--- src/rtl/mod53_pkg.sv ---
// Shared types and arithmetic helpers for the mod-53 serial reducer datapath.
package mod53_pkg;

  localparam int MOD     = 53;
  localparam int DIGIT_W = 6;
  localparam int RES_W   = 6;

  typedef logic [RES_W-1:0] res_t;

  typedef enum logic [1:0] {
    IDLE = 2'd0,
    BUSY = 2'd1,
    DONE = 2'd2
  } red_state_e;

  // Folds a sum below 159 back into 0..52 with at most two conditional subtracts.
  function automatic res_t reduce_lt159(input logic [7:0] s);
    logic [7:0] r;
    if (s >= 8'd106) begin
      r = s - 8'd106;
    end else if (s >= 8'd53) begin
      r = s - 8'd53;
    end else begin
      r = s;
    end
    return r[RES_W-1:0];
  endfunction

  // Times-64 residue of a constant, used to fill the LUT at elaboration.
  function automatic res_t times64_const(input int a);
    return res_t'((a * 64) % MOD);
  endfunction

endpackage

--- src/rtl/mod53_times64_lut.sv ---
// Combinational (a*64) mod 53 table; inputs 53..63 are unreachable and map to 0.
module mod53_times64_lut
  import mod53_pkg::*;
(
  input  logic [RES_W-1:0] lut_in,
  output logic [RES_W-1:0] lut_out
);

  // Table lookup: every reachable residue selects its constant-folded product.
  always_comb begin
    lut_out = '0;
    for (int i = 0; i < MOD; i++) begin
      if (lut_in == RES_W'(i)) begin
        lut_out = times64_const(i);
      end
    end
  end

endmodule

--- src/rtl/mod53_serial_reducer.sv ---
// Serial mod-53 reducer: consumes one 6-bit digit per cycle, MSB digit first,
// accumulating acc = (acc*64 + digit) mod 53.
// Optional feature macro: MOD53_ZERO_FLAG_EN adds the out_zero divisibility flag.
module mod53_serial_reducer
  import mod53_pkg::*;
#(
  parameter int DATA_W = 36
) (
  input  logic              clk,
  input  logic              rst_n,
  input  logic              in_valid,
  output logic              in_ready,
  input  logic [DATA_W-1:0] in_data,
  output logic              out_valid,
  input  logic              out_ready,
`ifdef MOD53_ZERO_FLAG_EN
  output logic              out_zero,
`endif
  output logic [RES_W-1:0]  out_residue
);

  localparam int NDIG  = DATA_W / DIGIT_W;
  localparam int CNT_W = (NDIG > 1) ? $clog2(NDIG) : 1;
  localparam logic [CNT_W-1:0] LAST_CNT = CNT_W'(NDIG - 1);

  if ((DATA_W % DIGIT_W) != 0) begin : g_bad_width
    $error("mod53_serial_reducer: DATA_W must be a multiple of 6");
  end

  red_state_e        state_q, state_d;
  res_t              acc_q, acc_d;
  logic [CNT_W-1:0]  cnt_q, cnt_d;
  logic [DATA_W-1:0] shreg_q, shreg_d;

  logic [DIGIT_W-1:0] digit;
  res_t               t64_out;
  logic [7:0]         step_sum;

  assign digit    = shreg_q[DATA_W-1 -: DIGIT_W];
  assign step_sum = {2'b00, t64_out} + {2'b00, digit};

  mod53_times64_lut u_t64 (
    .lut_in  (acc_q),
    .lut_out (t64_out)
  );

  // Handshakes and result decode come from registered state only.
  always_comb begin
    in_ready    = (state_q == IDLE);
    out_valid   = (state_q == DONE);
    out_residue = (state_q == DONE) ? acc_q : '0;
  end

`ifdef MOD53_ZERO_FLAG_EN
  // Divisibility flag is meaningful only while a residue is being presented.
  always_comb begin
    out_zero = (state_q == DONE) && (acc_q == '0);
  end
`endif

  // Next-state: latch operand on accept, fold one digit per BUSY cycle, hold result in DONE.
  always_comb begin
    state_d = state_q;
    acc_d   = acc_q;
    cnt_d   = cnt_q;
    shreg_d = shreg_q;
    case (state_q)
      IDLE: begin
        if (in_valid && in_ready) begin
          state_d = BUSY;
          shreg_d = in_data;
          acc_d   = '0;
          cnt_d   = '0;
        end
      end
      BUSY: begin
        shreg_d = shreg_q << DIGIT_W;
        acc_d   = reduce_lt159(step_sum);
        cnt_d   = cnt_q + 1'b1;
        if (cnt_q == LAST_CNT) begin
          state_d = DONE;
        end
      end
      DONE: begin
        if (out_ready) begin
          state_d = IDLE;
        end
      end
      default: begin
        state_d = IDLE;
      end
    endcase
  end

  // State and datapath registers; reset aborts any operation in flight.
  always_ff @(posedge clk or negedge rst_n) begin
    if (!rst_n) begin
      state_q <= IDLE;
      acc_q   <= '0;
      cnt_q   <= '0;
      shreg_q <= '0;
    end else begin
      state_q <= state_d;
      acc_q   <= acc_d;
      cnt_q   <= cnt_d;
      shreg_q <= shreg_d;
    end
  end

endmodule

--- config.mk ---
export PLATFORM = sky130hd
export DESIGN_NAME = mod53_serial_reducer
export DESIGN_NICKNAME = d
export VERILOG_FILES = /design/src/rtl/mod53_pkg.sv /design/src/rtl/mod53_times64_lut.sv /design/src/rtl/mod53_serial_reducer.sv
export SDC_FILE = /design/constraint.sdc
export NUM_CORES = 1
export LEC_CHECK = 0
export CAP_MARGIN = 20
export CORE_ASPECT_RATIO = 0.75
export CORE_MARGIN = 2
export CORE_UTILIZATION = 50
export CTS_CLUSTER_DIAMETER = 120
export CTS_CLUSTER_SIZE = 30
export DETAILED_ROUTE_END_ITERATION = 10
export PLACE_DENSITY = 0.77
export SETUP_SLACK_MARGIN = 0.02
export SKIP_CTS_REPAIR_TIMING = 1
export SLEW_MARGIN = 20
export SYNTH_ARGS = -nofsm -noshare
export SYNTH_HDL_FRONTEND = slang
export SYNTH_SLANG_ARGS = --single-unit
--- constraint.sdc ---
create_clock -name clk -period 3.7 [get_ports clk]
set_clock_uncertainty 0.2 [all_clocks]
set_input_delay 0.74 -clock clk [delete_from_list [all_inputs] [get_ports clk]]
set_output_delay 0.74 -clock clk [all_outputs]
set_load 0.01 [all_outputs]
== Word level (Yosys, flattened, before mapping) ==
Cells that the tools add are included.
Storage, ports and cells
  register bits after elaboration: 47
  bits in latches: 0
  bits in writable memories: 0
  bits in read-only memories: 0
  output and inout bits: 8
  logic and storage cells: 138
  memories: 0
Cells by class
  add/subtract/negate cells: 4
  multiply operators: 0
  divide/modulo/power cells: 0
  order comparisons: 2
  equal/unequal tests: 58
  shift operators: 0
  multiplexer cells: 65
  bitwise gates (word level): 0
  reduce and logical (&&, ||, !) cells: 5
Operators with widths (number)
  $mux W6: 54
  $eq A6 B6 Y1 const B: 21
  $eq A6 B5 Y1 const B: 16
  $pmux W36 S2: 1
  $eq A6 B4 Y1 const B: 8
  $mux W36: 1
  $eq A6 B3 Y1 const B: 4
  $eq A6 B2 Y1 const B: 2
  $pmux W6 S2: 1
  $sub A6 B6 Y6 const B: 2
  $add A6 B6 Y7: 1
  $ge A7 B6 Y1 const B: 1
  $ge A7 B7 Y1 const B: 1
  $eq A6 B1 Y1 const B: 1
  $mux W2: 3
  $pmux W2 S3: 1
  $pmux W3 S2: 1
  $mux W5: 1
  $mux W4: 1
  $ne A2 B1 Y1 const B: 2
  $add A3 B1 Y3 const B: 1
  $eq A3 B3 Y1 const B: 1
  $mux W3: 1
  $reduce_and A3 Y1: 1
  other kinds (7): 7

== Depth between registers and ports, before layout ==
Gate-level depths: netlist of run 1.
  depth in word-level cells: 58
  mapped depth: 17

== Modules after synthesis ==
Synthesis of run 1 repeated with hierarchy kept, for this count alone.
Unflattened totals
  cells, all modules: 398
  area total of the unflattened synthesis: 3372.0 um2
By module, submodules not included
  mod53_serial_reducer: instances 1, cells an instance 293, area an instance 2730.1 um2, sequential area each 1176.1 um2
  mod53_times64_lut: instances 1, cells an instance 105, area an instance 641.9 um2, sequential area each 0.0 um2

== Worst setup path after synthesis of run 1 ==
OpenSTA, ideal clock, no wires.
  path kind: flip-flop to flip-flop
  from: register acc_q[0]
  to: register acc_q[3]
  setup time: 0.122 ns
  arrival time: 3.627 ns
  data required time: 3.378 ns
  setup slack: -0.249 ns
  stages on the path, launching flop included: 16
  clock period less this slack: 3.949 ns
  cells stage by stage: dfrtp_1 clkbuf_1 clkbuf_1 o22ai_1 a221oi_1 o211ai_1 ha_1 fa_1 xor2_2 inv_2 ha_1 a21boi_0 o32a_1 o211ai_1 nand4_1 a32o_1
On the way
  cells in the longest elaborated chain, start to end: 58
  elaborated cells on any way between the ends: 112
  those cells by class: 3 x add/sub; 2 x order compare; 52 x eq/ne; 55 x mux
RTL lines
  from (decl): RTL line mod53_serial_reducer.sv:31  | res_t acc_q, acc_d;
  from (signal assigned): RTL line mod53_serial_reducer.sv:99  | acc_q <= '0;
  from (signal assigned): RTL line mod53_serial_reducer.sv:104  | acc_q <= acc_d;
  $eq A6 B1 Y1: RTL line mod53_times64_lut.sv:13  | if (lut_in == RES_W'(i)) begin
  $mux W4: RTL line mod53_times64_lut.sv:13
  $mux W5: RTL line mod53_times64_lut.sv:13
  $mux W6 (49 in series): RTL line mod53_times64_lut.sv:13
  $mux W6 (*): RTL line mod53_times64_lut.sv:13
  $add A6 B6 Y7 (*): RTL line mod53_serial_reducer.sv:40  | assign step_sum = {2'b00, t64_out} + {2'b00, digit};
  $sub A6 B6 Y6 / $ge A7 B6 Y1 (equally long branches): RTL line mod53_pkg.sv:22, mod53_pkg.sv:21
  $mux W6: RTL line mod53_pkg.sv:21  | end else if (s >= 8'd53) begin
  $mux W6 (*): RTL line mod53_pkg.sv:19  | if (s >= 8'd106) begin
  $pmux W6 S2 (*): RTL line mod53_serial_reducer.sv:67  | case (state_q)
Mark *: on every way between the ends. The rest lies on a longest branch, timed or not.
A chain may end at the register's enable or synchronous reset.

== Worst setup path in the final report of run 1 ==
  from: register acc_q[1]
  to: register acc_q[3]
Same word-level chain as after synthesis.

==> flow_summary.toml, run 1 <==
[run_status]
status = "complete, but fails checks"
violations = "negative setup slack"

[routing]
routed_wl_um = 10500
viasPerCell = 6.13
wl_per_cell_um = 17.7
drc_errors = 0
drtAntennaViolNets = 0
vias = 3627
drtIter0Drc = 208
first_pass_iters = 4

[floorplan]
start_util = 0.508
rows = 26
die_x_um = 99.5
coreArea_um2 = 6730
die_area_um2 = 7530
fp.dieH_um = 75.7
io_pins = 48

[final_layout]
antenna_cells = 0
multiInputGateArea_um2 = 2320
fin_cells = 592
final_cell_mix = "72 x buf_4, 49 x nand2_1, 46 x clkdlybuf4s50_1"
final_common_cell = "buf_4"
post-route-util = 0.719
seqCellArea_um2 = 1180
fillers = 490
layout-drive-gt1-share = 0.287
nets = 563
syn_to_final_growth_pct = 41.4

[setup_path]
critPathLaunchType = "register"
reg2reg_to = "acc_q[3]"
crit_arrival_ps = 3860
criticalPathCategory = "register to register"
ff2ff_setup_slack_ps = -150
crit_required_ps = 3700
regToRegStartpoint = "acc_q[1]"
crit_fanout = 4
reg2reg_depth = 17
crit_path_end_kind = "register"

[logic_synthesis]
synth_flop_cell = "dfrtp_1"
synthArstFlopShare = 1.00
syn_nets = 464
ys_ff_latch = 47
synth_area_per_cell_um2 = 8.39
yosys_warnings = 0
netlist_area_um2 = 3420
ys_seq_area_frac = 0.344
synthCells = 408
yosysUniqueCellTypes = 69
synth_edf_count = 0

[sta]
finalHoldViolations = 0
final_max_slew_viol_count = 0
max_freq_mhz = 260
slew_headroom = 0.595
fin_crit_sh = 1.04
setup_ws_ps = -151
rsz0062_at_grt = "true"
tightest_slew_ps = 607
setup_viol = 5
min_period_ps = 3850

[clock_tree]
cts_inserted_buffers = 5
cts_sinks = 47
clk_latency_ps = 310
ctsHtreeMaxLevel = 2
cts_tree = "built"
root_buffer = "clkbuf_8"
clk_pin_slew_ps = 110
clock_path_buffers = 2

[worst_hold_path]
min_path_type = "input pin to asynchronous set/reset pin"

[flow_run]
drv_cap = 0

[global_route]
grt_pass1_wl_um = 16000
antenna_found_initial = 0
grt_pass1_vias = 3307
grt_overflow = 0
track_usage = 0.264
grt_max_degree = 48

[place]
gp_congestion = 0.933
numPlacedInstances = 570
port_buffers = 47
hpwl_um = 7270
## worst max-delay path by stage
stage,startpoint,to,slack (ps),cells past startpoint
5_1_grt,acc_q[1],acc_q[3],-250,17
3_3_place_gp,acc_q[5],acc_q[3],-50,14
6_report,acc_q[1],acc_q[3],-150,17
4_1_cts,acc_q[5],acc_q[3],-150,15
3_5_place_dp,acc_q[5],acc_q[3],-120,15
2_1_floorplan,acc_q[0],acc_q[3],60,16
## critical path, stage by stage (launching register included)
cell	delay, ps
dfrtp_1	420
buf_4	160
buf_4	130
nor2_4	40
o21ai_1	110
a21oi_1	110
o21ai_1	130
o211ai_1	130
ha_2	230
fa_2	420
xor2_2	230
inv_2	80
ha_4	160
a21boi_2	140
o32a_1	360
o211ai_1	270
nand4_1	130
a32o_1	290
## final cells by class
cell class,instances,area share
Tap cell,84,0.0217
Clock buffer,5,0.0142
Clock inverter,3,0.00569
Timing Repair Buffer,126,0.227
Multi-Input combinational cell,317,0.479
Inverter,10,0.00853
Sequential cell,47,0.243
## metal layers
layer  vias to the layer above  GRT usage  wire [um]
met4                         0     0.0457         85
met2                       154      0.451       5070
met1                      1747      0.366       4590
met5                         -          0          0
li1                       1715          -          -
met3                        11     0.0413        736
## registers in the layout, summed over array words and instances, names as in the netlist
name     count
acc_q        6
cnt_q        3
shreg_q     36
state_q      2
## Yosys cell counts (5+ instances only)
library cell   n  area (um2)
and2_1         6        37.5
nor2b_1        7        43.8
mux2i_1        6        60.1
dfrtp_1       47        1180
a22oi_1       32         240
nor2_1        22        82.6
ha_1          15         188
inv_1          7        26.3
o21ai_0       45         225
nand2b_1       8        50.1
clkbuf_1      30         113
a22o_1         8        70.1
nand2_1       52         195
nand3_1        8        40.0
o22ai_1        5        31.3
a21oi_1       21         105
## stage by stage
stage,setup WS [ps],setup TNS [ps],cell area (um2),hold slack (ps)
5_1_grt,-254,-1050,4840,268
3_5_place_dp,-121,-500,4380,273
4_1_cts,-152,-757,4480,300
2_1_floorplan,56.9,0,3440,244
3_3_place_gp,-50.4,-113,4380,264
6_report,-151,-411,4840,226
## cell families after synthesis
logic type               Yosys count  share of synthesized area
multiplexers                       9                     0.0274
adder cells (fa/ha/maj)           17                     0.0636
flip-flops                        47                      0.344
XOR/XNOR                           4                     0.0124
AND/OR/NAND/NOR                  126                      0.179
buffers and inverters             44                     0.0490
AO/OA/AOI/OAI                    161                      0.325
Power of run 1 is left out: the tool's default activity adds up to more than one toggle a clock period on the data nets, which glitch-free logic cannot reach.
==> run 2, diff against run 1 <==
--- a/config.mk
+++ b/config.mk
@@ -13,6 +13,7 @@
 export CTS_CLUSTER_SIZE = 30
 export DETAILED_ROUTE_END_ITERATION = 10
 export PLACE_DENSITY = 0.77
+export REMOVE_ABC_BUFFERS = 1
 export SETUP_SLACK_MARGIN = 0.02
 export SKIP_CTS_REPAIR_TIMING = 1
 export SLEW_MARGIN = 20
==> run 2 against run 1 <==
  * The run still ends with negative setup slack left
  * Hold slack better by 13 ps
  * Critical endpoint is now acc_q[1]
  * Critical path depth is the same
  * Flip-flop and latch count did not move
  * Die area stayed put
  * Non-clock buffer count is the same
  * Critical path type unchanged
  * Cell count decreased by 0.17%
==> flow_summary.toml, run 2 (synthesis results as in run 1) <==
[sta]
fin_crit_sh = 1.04
final_max_slew_viol_count = 0
rsz0062_at_grt = "true"
setup_viol = 6
min_period_ps = 3850
max_freq_mhz = 260
fin_hold_ws_ps = 239
setup_ws_ps = -148
finalHoldViolations = 0
tightest_slew_ps = 883
slew_headroom = 0.411

[global_route]
grt_pass1_wl_um = 15500
grt_max_degree = 48
grt_overflow = 0
antenna_found_initial = 0
grt_pass1_vias = 3112
track_usage = 0.262

[place]
gp_congestion = 0.932
hpwl_um = 7240
place_ws_ps = -225
port_buffers = 47
postPlaceCellArea_um2 = 4360
numPlacedInstances = 567

[floorplan]
die_area_um2 = 7530
die_x_um = 99.5
coreArea_um2 = 6730
rows = 26
start_util = 0.508
fp.dieH_um = 75.7
io_pins = 48

[final_layout]
nets = 563
layout-drive-gt1-share = 0.304
antenna_cells = 0
fin_cells = 591
fillers = 468
final_cell_mix = "69 x buf_4, 49 x nand2_1, 46 x clkdlybuf4s50_1"
top_register = "shreg_q"
largest_register_ffs = 36
largestRegisters = "shreg_q: 36 flops, acc_q: 6 flops, cnt_q: 3 flops"
syn_to_final_growth_pct = 43.6
final_common_cell = "buf_4"
final_cell_area_um2 = 4920

[clock_tree]
clk_pin_slew_ps = 90
cts_tree = "built"
ctsHtreeMaxLevel = 2
cts_sinks = 47
clock_path_buffers = 2
cts_inserted_buffers = 5
clk_latency_ps = 300
root_buffer = "clkbuf_8"

[setup_path]
crit_path_end_kind = "register"
crit_required_ps = 3700
ff2ff_setup_slack_ps = -150
critPathLaunchType = "register"
crit_fanout = 6
critical_path.max_stage_delay_ps = 500
crit_path_cell_trace = "buf_6, nand2b_4, nand2_1, nand2_1, a21oi_2, a221oi_2, o211ai_1, ha_2, fa_2, xor2_4, inv_2, ha_4, a21boi_2, o32a_1, or2_1, o21a_1, o311ai_1"
reg2reg_depth = 17
reg2reg_to = "acc_q[1]"
cpMostUsedCell = "nand2_1"
criticalPathCategory = "register to register"
regToRegStartpoint = "acc_q[4]"
cp_slowest_cell = "dfrtp_2"
crit_arrival_ps = 3850

[run_status]
violations = "negative setup slack"
status = "complete, but fails checks"

[routing]
vias = 3748
drc_errors = 0
viasPerCell = 6.34
first_pass_iters = 6
drtAntennaViolNets = 0
wl_per_cell_um = 18.9
drtIter0Drc = 403
routed_wl_um = 11100

[worst_hold_path]
min_path_type = "input pin to asynchronous set/reset pin"

[flow_run]
drv_cap = 0
-- run 2: changes by cell type in the layout (fill, tap and decap cells not counted), moves of 3 or more --
cell | previous run | this run
nand3_2 | 0 | 4
buf_4 | 72 | 69
nor2_1 | 16 | 19
nand3_1 | 8 | 4
-- run 2: worst max-delay path by stage --
stage                          end     start  cells after the start  slack [ps]
after floorplan           acc_q[3]  acc_q[1]                     15        -400
after global placement    acc_q[1]  acc_q[0]                     15        -210
after detailed placement  acc_q[2]  acc_q[0]                     16        -230
after CTS                 acc_q[2]  acc_q[0]                     16        -270
after global routing      acc_q[3]  acc_q[4]                     17        -280
final                     acc_q[1]  acc_q[4]                     17        -150
-- run 2: cell type report --
| cell class | instances | area [um2] | share of cell area |
|---|---|---|---|
| multi-input combinational | 317 | 2380 | 0.484 |
| sequential | 47 | 1180 | 0.240 |
| timing repair buffer | 126 | 1120 | 0.228 |
| tap | 84 | 105 | 0.0214 |
| clock buffer | 6 | 82.6 | 0.0168 |
| inverter | 10 | 40.0 | 0.00814 |
| clock inverter | 1 | 8.76 | 0.00178 |
-- run 2: critical path: cells and delay by family (launching register included) --
kind	cells	cell delay, ps
AOI/OAI and AO/OA	7	1280
xor gates and xnor gates	1	210
adders and majority gates	3	800
buffers and inverters	2	240
DFF	1	500
and+or+nand+nor	4	500
-- run 2: routing by layer --
metal	global-route usage	share of wire	vias up	routed length, um
met5	0	0	-	0
met4	0.0274	0.0090	0	100
met3	0.0477	0.082	16	912
met2	0.402	0.47	202	5210
met1	0.402	0.44	1815	4920
li1	-	-	1715	-
-- run 2: per-stage QoR --
stage / setup TNS [ps] / util
global placement: -971 / 0.648
CTS: -1400 / 0.661
finish: -514 / 0.730
global route: -1220 / 0.730
floorplan: -1950 / -
detailed placement: -1100 / 0.648
Power of run 2 is left out for the same reason.
